[src/rtl/br_ctrl_pkg.sv]
// Shared definitions for the conditional-branch control sequencer:
// state encoding, opcode/ALU encodings, condition codes and strobe decode.
package br_ctrl_pkg;

    typedef enum logic [2:0] {
        ST_IDLE = 3'd0,
        ST_T3   = 3'd1,
        ST_T4   = 3'd2,
        ST_T5   = 3'd3,
        ST_T6   = 3'd4
    } state_t;

    localparam logic [4:0] BR_OPCODE = 5'b10010;
    localparam logic [3:0] ALU_NOP   = 4'd0;
    localparam logic [3:0] ALU_ADD   = 4'd3;

    typedef enum logic [1:0] {
        BRZR = 2'd0,
        BRNZ = 2'd1,
        BRPL = 2'd2,
        BRMI = 2'd3
    } cond_t;

    typedef struct packed {
        logic gra;
        logic rout;
        logic conin;
        logic pcout;
        logic yin;
        logic cout;
        logic zin;
        logic zlowout;
        logic pcin;
        logic busy;
        logic done;
    } strobes_t;

    // pcin here means "PC load permitted"; the CON gate is applied at the output.
    function automatic strobes_t decode(input state_t s);
        strobes_t r;
        r         = '0;
        r.busy    = (s != ST_IDLE);
        r.gra     = (s == ST_T3);
        r.rout    = (s == ST_T3);
        r.conin   = (s == ST_T3);
        r.pcout   = (s == ST_T4);
        r.yin     = (s == ST_T4);
        r.cout    = (s == ST_T5);
        r.zin     = (s == ST_T5);
        r.zlowout = (s == ST_T6);
        r.pcin    = (s == ST_T6);
        r.done    = (s == ST_T6);
        return r;
    endfunction

endpackage

[src/rtl/branch_ctrl_seq_sat_counter.sv]
// Saturating up-counter: increments on en, sticks at all-ones, async active-low clear.
module sat_counter #(
    parameter int W = 16
) (
    input  logic         clk,
    input  logic         clr,
    input  logic         en,
    output logic [W-1:0] q
);

    logic [W-1:0] cnt_reg;

    always_ff @(posedge clk or negedge clr) begin
        if (!clr) begin
            cnt_reg <= '0;
        end else if (en && (cnt_reg != {W{1'b1}})) begin
            cnt_reg <= cnt_reg + {{(W-1){1'b0}}, 1'b1};
        end
    end

    assign q = cnt_reg;

endmodule

[src/rtl/branch_ctrl_seq.sv]
// T3-T6 control-step sequencer for brzr/brnz/brpl/brmi with taken/not-taken
// statistics and detection of start against a non-branch opcode.
module branch_ctrl_seq #(
    parameter logic [4:0] BR_OPCODE = br_ctrl_pkg::BR_OPCODE,
    parameter int         CNT_W     = 16,
    parameter logic [3:0] ALU_ADD   = br_ctrl_pkg::ALU_ADD
) (
    input  logic             clk,
    input  logic             clr,
    input  logic             start,
    input  logic             stall,
    input  logic [31:0]      ir,
    input  logic             con,
    output logic             gra,
    output logic             rout,
    output logic             conin,
    output logic             pcout,
    output logic             yin,
    output logic             cout,
    output logic             zin,
    output logic [3:0]       alu_op,
    output logic             zlowout,
    output logic             pcin,
    output logic             busy,
    output logic             done,
    output logic             illegal,
    output logic [CNT_W-1:0] taken_cnt,
    output logic [CNT_W-1:0] ntaken_cnt
);
    import br_ctrl_pkg::*;

    state_t   state_reg, state_next;
    strobes_t strb_reg, strb_next;
    logic [3:0] alu_reg, alu_next;
    logic       illegal_reg, illegal_next;
    logic       is_branch;
    logic       unused_ir;

    // The condition code is decoded outside this block; only the opcode matters here.
    assign is_branch = (ir[31:27] == BR_OPCODE);
    assign unused_ir = ^ir[26:0];

    always_comb begin
        state_next   = state_reg;
        illegal_next = 1'b0;
        if (!stall) begin
            case (state_reg)
                ST_IDLE: begin
                    if (start) begin
                        if (is_branch) state_next = ST_T3;
                        else           illegal_next = 1'b1;
                    end
                end
                ST_T3:   state_next = ST_T4;
                ST_T4:   state_next = ST_T5;
                ST_T5:   state_next = ST_T6;
                ST_T6:   state_next = ST_IDLE;
                default: state_next = ST_IDLE;
            endcase
        end
        strb_next = decode(state_next);
        alu_next  = (state_next == ST_T5) ? ALU_ADD : ALU_NOP;
    end

    always_ff @(posedge clk or negedge clr) begin
        if (!clr) begin
            state_reg   <= ST_IDLE;
            strb_reg    <= '0;
            alu_reg     <= ALU_NOP;
            illegal_reg <= 1'b0;
        end else begin
            state_reg   <= state_next;
            strb_reg    <= strb_next;
            alu_reg     <= alu_next;
            illegal_reg <= illegal_next;
        end
    end

    assign gra     = strb_reg.gra;
    assign rout    = strb_reg.rout;
    assign pcout   = strb_reg.pcout;
    assign yin     = strb_reg.yin;
    assign cout    = strb_reg.cout;
    assign zin     = strb_reg.zin;
    assign zlowout = strb_reg.zlowout;
    assign busy    = strb_reg.busy;
    assign alu_op  = alu_reg;
    assign illegal = illegal_reg;

    // Edge-sensitive loads are masked during stall so CON/PC are clocked exactly once.
    assign conin = strb_reg.conin & ~stall;
    assign pcin  = strb_reg.pcin & con & ~stall;
    assign done  = strb_reg.done & ~stall;

    logic             seq_end;
    logic [1:0]       cnt_en;
    logic [CNT_W-1:0] cnt_q [2];

    assign seq_end   = (state_reg == ST_T6) & ~stall;
    assign cnt_en[0] = seq_end & con;
    assign cnt_en[1] = seq_end & ~con;

    for (genvar gi = 0; gi < 2; gi++) begin : g_cnt
        sat_counter #(.W(CNT_W)) u_cnt (
            .clk (clk),
            .clr (clr),
            .en  (cnt_en[gi]),
            .q   (cnt_q[gi])
        );
    end

    assign taken_cnt  = cnt_q[0];
    assign ntaken_cnt = cnt_q[1];

endmodule

[config.mk]
export PLATFORM = sky130hd
export DESIGN_NAME = branch_ctrl_seq
export DESIGN_NICKNAME = d
export VERILOG_FILES = /design/src/rtl/br_ctrl_pkg.sv /design/src/rtl/branch_ctrl_seq_sat_counter.sv /design/src/rtl/branch_ctrl_seq.sv
export SDC_FILE = /design/constraint.sdc
export NUM_CORES = 1
export LEC_CHECK = 0
export CAP_MARGIN = 25
export CORE_MARGIN = 2
export CORE_UTILIZATION = 43
export CTS_CLUSTER_DIAMETER = 120
export DETAILED_ROUTE_END_ITERATION = 12
export PLACE_DENSITY = 0.81
export SYNTH_ARGS = -nofsm -noshare
export SYNTH_HDL_FRONTEND = slang
export SYNTH_SLANG_ARGS = --single-unit
[constraint.sdc]
create_clock -name clk -period 2.6 [get_ports clk]
set_clock_uncertainty 0.15 [all_clocks]
set_input_delay 0.26 -clock clk [delete_from_list [all_inputs] [get_ports clk]]
set_output_delay 0.26 -clock clk [all_outputs]
set_load 0.01 [all_outputs]
==> flow_summary.json, run 1 <==
{
  "status": "finished, final reports clean",
  "hold_buffers": 1,
  "hold_viol": 0,
  "ys_warn_count": 0,
  "reg2reg_slack_ps": 340,
  "holdCritPathClass": "reg2reg",
  "drcViolationCount": 0,
  "wl_mm": 4.13,
  "fmax_ghz": 0.442,
  "dpl.hpwl_mm": 2.90,
  "ys_async_sr_fraction": 1.00,
  "avgSynthCellArea_um2": 10.9,
  "vias": 1591,
  "postSynthCellCount": 187,
  "largest_reg_flops": 32,
  "slew_headroom": 0.382,
  "grt_remaining_overflow": 0,
  "synthTopCellsByCount": "dfrtp_1, xor2_1, nand2_1",
  "setup.worst_path.end_class": "flop",
  "antenna_found_initial": 0,
  "drv_cap": 0,
  "grt_pass1_wl_mm": 6.84,
  "grt_util_all_layers": 0.164,
  "synth_edf_count": 0,
  "yosysSeqAreaShare": 0.503,
  "start_kind": "flop",
  "cts_buffers": 5,
  "crit_fanout": 10,
  "die_w_um": 72.9,
  "io_buffers": 55,
  "rows": 25,
  "synthFlopType": "dfrtp_1",
  "setup_viol": 0,
  "nNetsFinal": 282,
  "cts-root-buf": "clkbuf_8",
  "synth_top_cell_by_area": "dfrtp_1",
  "crit_path_cell_trace": "or4b_4, or4_4, nor3_4, xor2_1",
  "p_per_area_mw_per_mm2": 621,
  "die_area_mm2": 0.00531,
  "rsz0062_at_grt": "false",
  "die_h_um": 72.9,
  "p_sw_mw": 0.494,
  "synth.distinct_cells": 40,
  "first_pass_iters": 4,
  "fin_setup_tns_ps": 0,
  "seq_power_share": 0.492,
  "post_cts_resized": 0,
  "timing.final.crit_share": 0.871,
  "grt_max_degree": 42,
  "p_comb_frac": 0.273,
  "start_util": 0.438,
  "peakVddDrop_mv": 0.383,
  "fin_crit_ps": 2260,
  "yosysMostFrequentCell": "dfrtp_1",
  "p_sw_frac": 0.294,
  "cp_data_required_time_ps": 2660,
  "crit_family": "simple AND/OR/NAND/NOR gates",
  "routabilityCongestion": 0.801,
  "clockPowerShare": 0.235,
  "vias_per_cell": 5.34,
  "internal_power_mw": 1.19,
  "post_drt_wl_per_cell_um": 13.8,
  "cts_tree": "done",
  "drv_slew": 0,
  "clkTransAtPathRegs_ps": 70,
  "p_leak_nw": 1.20,
  "clk_latency_ps": 290,
  "h-tree-depth": 2,
  "ys_top_cells_by_area": "dfrtp_1, xor2_1, nand4_1",
  "synthesis.area_mm2": 0.00204,
  "syn_to_final_growth_pct": 32.6,
  "synth_seq_cells": 41,
  "core-area_mm2": 0.00466,
  "io_pins": 85,
  "synth_top_cell_area_share": 0.503,
  "critical-path-max-stage-delay_ps": 610,
  "worst_slew_pin_slew_ps": 926,
  "crit_slowest_cell": "or4_4",
  "drt-initial-drc-count": 126,
  "timing_worst_setup_path_type": "reg2reg",
  "clk_path_buf_depth": 2,
  "antenna_cells": 0,
  "path_buf_inv": 0,
  "utilization": 0.580,
  "drive_gt1_frac": 0.0861,
  "cp.arrival_ps": 2320,
  "cts_setup_buffers": 0,
  "drt.antenna.violating_nets": 0,
  "grt_pass1_vias": 1501,
  "cts_sinks": 41
}
-- placed cells by master (no fill, tap or decap), types with 2 or more instances in the layout --
cell type,netlist,routed
nor2_1,6,6
nor2b_1,2,2
clkbuf_8,0,5
nand4_1,11,11
xor2_1,23,23
nor4b_1,3,3
clkbuf_1,1,3
clkdlybuf4s50_1,0,54
or3_1,2,2
xnor2_1,7,7
nor4_1,8,8
and3_1,3,3
and2_1,3,3
buf_4,7,5
nand3_1,10,10
nor3b_1,5,5
dfrtp_1,41,41
a21oi_1,4,4
nor3_1,8,8
and4_1,2,2
ha_1,2,2
nand2b_1,3,3
mux2_2,3,3
conb_1,1,2
nand2_1,13,13
-- stage by stage --
stage	hold WS [ps]	instances	setup slack (ps)	instance area (um2)	power, mW
3_5_place_dp	297	289	155	2620	1.30
4_1_cts	358	298	319	2710	1.70
5_1_grt	379	298	206	2710	1.78
2_1_floorplan	-186	188	445	2040	1.10
3_3_place_gp	285	289	187	2620	1.29
6_report	353	298	335	2710	1.68
-- path summary, 6_finish.rpt --
| path | from | cells past startpoint | to |
|---|---|---|---|
| max | state_reg[0]$_DFF_PN0_ | 4 | g_cnt[0].u_cnt.q[13]$_DFFE_PN0P_ |
| min | g_cnt[1].u_cnt.q[15]$_DFFE_PN0P_ | 1 | g_cnt[1].u_cnt.q[15]$_DFFE_PN0P_ |
| max reg2reg | state_reg[0]$_DFF_PN0_ | 4 | g_cnt[0].u_cnt.q[13]$_DFFE_PN0P_ |
| min reg2reg | g_cnt[1].u_cnt.q[15]$_DFFE_PN0P_ | 1 | g_cnt[1].u_cnt.q[15]$_DFFE_PN0P_ |
| max in group asynchronous | clr | 2 | g_cnt[0].u_cnt.q[2]$_DFFE_PN0P_ |
| min in group asynchronous | clr | 2 | g_cnt[1].u_cnt.q[13]$_DFFE_PN0P_ |
-- cell type report --
type,count,area [um2]
flip-flops and latches,41,1030
clock buffers,8,80.1
fillers,399,1960
multi-input cells,134,938
repair buffers,61,593
well taps,54,67.6
-- worst reg2reg max path: cells and delay by family, from the launching register on --
| family | cells | cell delay (ps) |
|---|---|---|
| DFF | 1 | 480 |
| xor gates and xnor gates | 1 | 160 |
| and+or+nand+nor | 3 | 1400 |
-- cell families after synthesis --
group                    share of synthesized area
AO/OA/AOI/OAI                               0.0270
XOR/XNOR                                     0.129
adder cells (fa/ha/maj)                     0.0123
buffers and inverters                       0.0423
flip-flops                                   0.503
multiplexers                                0.0166
other                                      0.00184
AND/OR/NAND/NOR                              0.269
-- power by group through the flow --
stage / Combinational [mW] / Sequential (mW) / Clock [mW]
2_1_floorplan: 0.278 / 0.820 / 0
6_report: 0.459 / 0.827 / 0.395
3_5_place_dp: 0.460 / 0.837 / 0
4_1_cts: 0.466 / 0.827 / 0.411
3_3_place_gp: 0.454 / 0.836 / 0
5_1_grt: 0.500 / 0.843 / 0.435
-- routing by layer --
layer | track usage | wire length, um | vias up | part of all wire
li1 | - | - | 770 | -
met3 | 0.0470 | 200 | 6 | 0.048
met1 | 0.224 | 1910 | 774 | 0.46
met4 | 0.0432 | 42 | 0 | 0.010
met2 | 0.257 | 1980 | 41 | 0.48
met5 | 0 | 0 | - | 0
Power figures use the tool's default switching activity.
==> run 2, diff against run 1 <==
Settings changed: CORE_MARGIN 2 to 10, CORE_UTILIZATION 43 to 44, CTS_CLUSTER_DIAMETER 120 to unset, PLACE_DENSITY 0.81 to 0.8, SYNTH_HIERARCHICAL set to 1.
==> flow_summary.json, run 2 <==
{
  "io_buffers": 55,
  "clk_path_buf_depth": 2,
  "layout_commonest_cell": "clkdlybuf4s50_1",
  "path_buf_inv": 0,
  "die_w_um": 91.3,
  "drcViolationCount": 0,
  "critical-path-max-stage-delay_ps": 490,
  "p_leak_nw": 1.26,
  "syn_to_final_growth_pct": 32.3,
  "timing.final.crit_share": 0.871,
  "post_drt_wl_per_cell_um": 15.8,
  "grt_max_degree": 42,
  "crit_family": "simple AND/OR/NAND/NOR gates",
  "antenna_cells": 0,
  "cts_buffers": 5,
  "clk_latency_ps": 300,
  "vias": 1797,
  "timing_worst_setup_path_type": "reg2reg",
  "largest_reg_flops": 32,
  "drt.antenna.violating_nets": 0,
  "post_cts_resized": 0,
  "die_h_um": 91.3,
  "drv_cap": 0,
  "hold_viol": 0,
  "synth_seq_cells": 41,
  "vias_per_cell": 5.53,
  "synth_edf_count": 0,
  "synthesis.area_mm2": 0.00224,
  "drive_gt1_frac": 0.124,
  "grt_util_all_layers": 0.125,
  "avgSynthCellArea_um2": 11.1,
  "hold_buffers": 1,
  "cts-root-buf": "clkbuf_8",
  "cp_common_cell": "a31oi_1",
  "worst_slew_pin_slew_ps": 873,
  "cts_tree": "done",
  "fin_crit_ps": 2260,
  "pre_cts_slack_ps": 216,
  "grt_pass1_wl_mm": 8.76,
  "h-tree-depth": 2,
  "ys_warn_count": 6,
  "clkTransAtPathRegs_ps": 90,
  "slew_headroom": 0.418,
  "setup.worst_path.end_class": "flop",
  "postSynthCellCount": 201,
  "cp.arrival_ps": 2340,
  "fmax_ghz": 0.442,
  "die_area_mm2": 0.00834,
  "routabilityCongestion": 0.850,
  "layout_common_cells": "clkdlybuf4s50_1, dfrtp_1, nand4_1, nand2_1, nand3_1",
  "synth_top_cell_by_area": "dfrtp_1",
  "setup_viol": 0,
  "start_kind": "flop",
  "crit_fanout": 10,
  "io_pins": 85,
  "ys_top_cells_by_area": "dfrtp_1, nand4_1, xnor2_1",
  "antenna_found_initial": 0,
  "routed.top_layer": "met4",
  "cts_setup_buffers": 0,
  "fillCellCount": 417,
  "crit_slowest_cell": "dfrtp_1",
  "dpl.cell_count": 316,
  "wl_met2_mm": 2.46,
  "start_util": 0.465,
  "grt_pass1_vias": 1800,
  "fin_setup_tns_ps": 0,
  "cts_sinks": 41,
  "yosysSeqAreaShare": 0.458,
  "yosysMostFrequentCell": "dfrtp_1",
  "peakVddDrop_mv": 0.399,
  "holdCritPathClass": "reg2reg",
  "layout_setup_ws_ps": 336,
  "synth_top_cell_area_share": 0.458,
  "p_per_area_mw_per_mm2": 647,
  "synth.distinct_cells": 42,
  "status": "finished, final reports clean",
  "drv_slew": 0,
  "crit_path_cell_trace": "nor2b_1, nand2_1, nor2_1, and3_1, and4_2, a31oi_1, a31oi_1",
  "synthFlopType": "dfrtp_1",
  "dr_wl_met3_um": 367,
  "first_pass_iters": 4,
  "grt_remaining_overflow": 0,
  "rows": 25,
  "synthTopCellsByCount": "dfrtp_1, nand4_1, nand2_1",
  "rsz0062_at_grt": "false",
  "cp_data_required_time_ps": 2670,
  "nNetsFinal": 296,
  "wl_mm": 5.13,
  "core-area_mm2": 0.00482,
  "met1_length_mm": 2.20,
  "drt-initial-drc-count": 60,
  "fin_cells": 325,
  "ys_async_sr_fraction": 1.00,
  "dpl.hpwl_mm": 3.78
}
==> run 2: cell count changes after synthesis, moves of 5 or more <==
| cell | change |
|---|---|
| a21oi_1 | +6 |
| a31oi_1 | +5 |
| nand4_1 | +5 |
| nor3_1 | -8 |
| nor4_1 | -8 |
| o21a_1 | +11 |
| xor2_1 | -19 |
==> run 2: kinds of logic (layout without fill, tap and decap cells) <==
group / count (synthesis) / after routing / share of synthesized area
xor gates and xnor gates: 14 / 14 / 0.0548
buffers and inverters: 11 / 67 / 0.0347
AOI/OAI and AO/OA: 41 / 41 / 0.131
muxes: 2 / 2 / 0.0101
and+or+nand+nor: 89 / 89 / 0.298
DFF: 41 / 41 / 0.458
other: 1 / 2 / 0.00168
adders and majority gates: 2 / 2 / 0.0112
==> run 2: worst paths after layout <==
kind / start / end / slack (ps) / cells after the start
max reg2reg: state_reg[2]$_DFF_PN0_ / g_cnt[1].u_cnt/q[7]$_DFFE_PN0P_ / 340 / 7
max in group asynchronous: clr / g_cnt[1].u_cnt/q[10]$_DFFE_PN0P_ / 1290 / 2
min: g_cnt[0].u_cnt/q[15]$_DFFE_PN0P_ / g_cnt[0].u_cnt/q[15]$_DFFE_PN0P_ / 370 / 1
min reg2reg: g_cnt[0].u_cnt/q[15]$_DFFE_PN0P_ / g_cnt[0].u_cnt/q[15]$_DFFE_PN0P_ / 370 / 1
max: state_reg[2]$_DFF_PN0_ / g_cnt[1].u_cnt/q[7]$_DFFE_PN0P_ / 340 / 7
min in group asynchronous: clr / yin$_DFF_PN0_ / 460 / 2
==> run 2: cell type report <==
cell class	count	area, um2	area share
Multi-Input combinational cell	150	1140	0.385
Sequential cell	41	1030	0.347
Timing Repair Buffer	58	571	0.193
Tap cell	67	83.8	0.0283
Clock buffer	5	68.8	0.0232
Clock inverter	3	68.8	0.0232
Inverter	1	3.75	0.00127
==> run 2: power by group <==
part	internal, mW	total (mW)	switching (mW)
clock network	0.386	0.620	0.234
registers	0.718	0.822	0.104
logic	0.270	0.473	0.202
total	1.37	1.91	0.540
==> run 2: routing by layer <==
layer  vias to the layer above  track usage
met5                         -            0
met2                        48        0.199
met1                       873        0.144
met3                        11       0.0510
met4                         0       0.0548
li1                        865            -
==> run 2: through the flow <==
stage                     utilization  cell area (um2)  hold slack [ps]  power (mW)
after floorplan                     -             2240             -186        1.09
after global placement          0.584             2810              278        1.30
after detailed placement        0.584             2810              280        1.31
after CTS                       0.615             2960              375        1.93
after global routing            0.615             2960              398        2.03
final                           0.615             2960              371        1.91
==> run 3, diff against run 2 <==
Settings changed: ABC_CLOCK_PERIOD_IN_PS set to 2600.
==> results of run 3 <==
Final layout, timing and power as in run 2 (identical DEF).
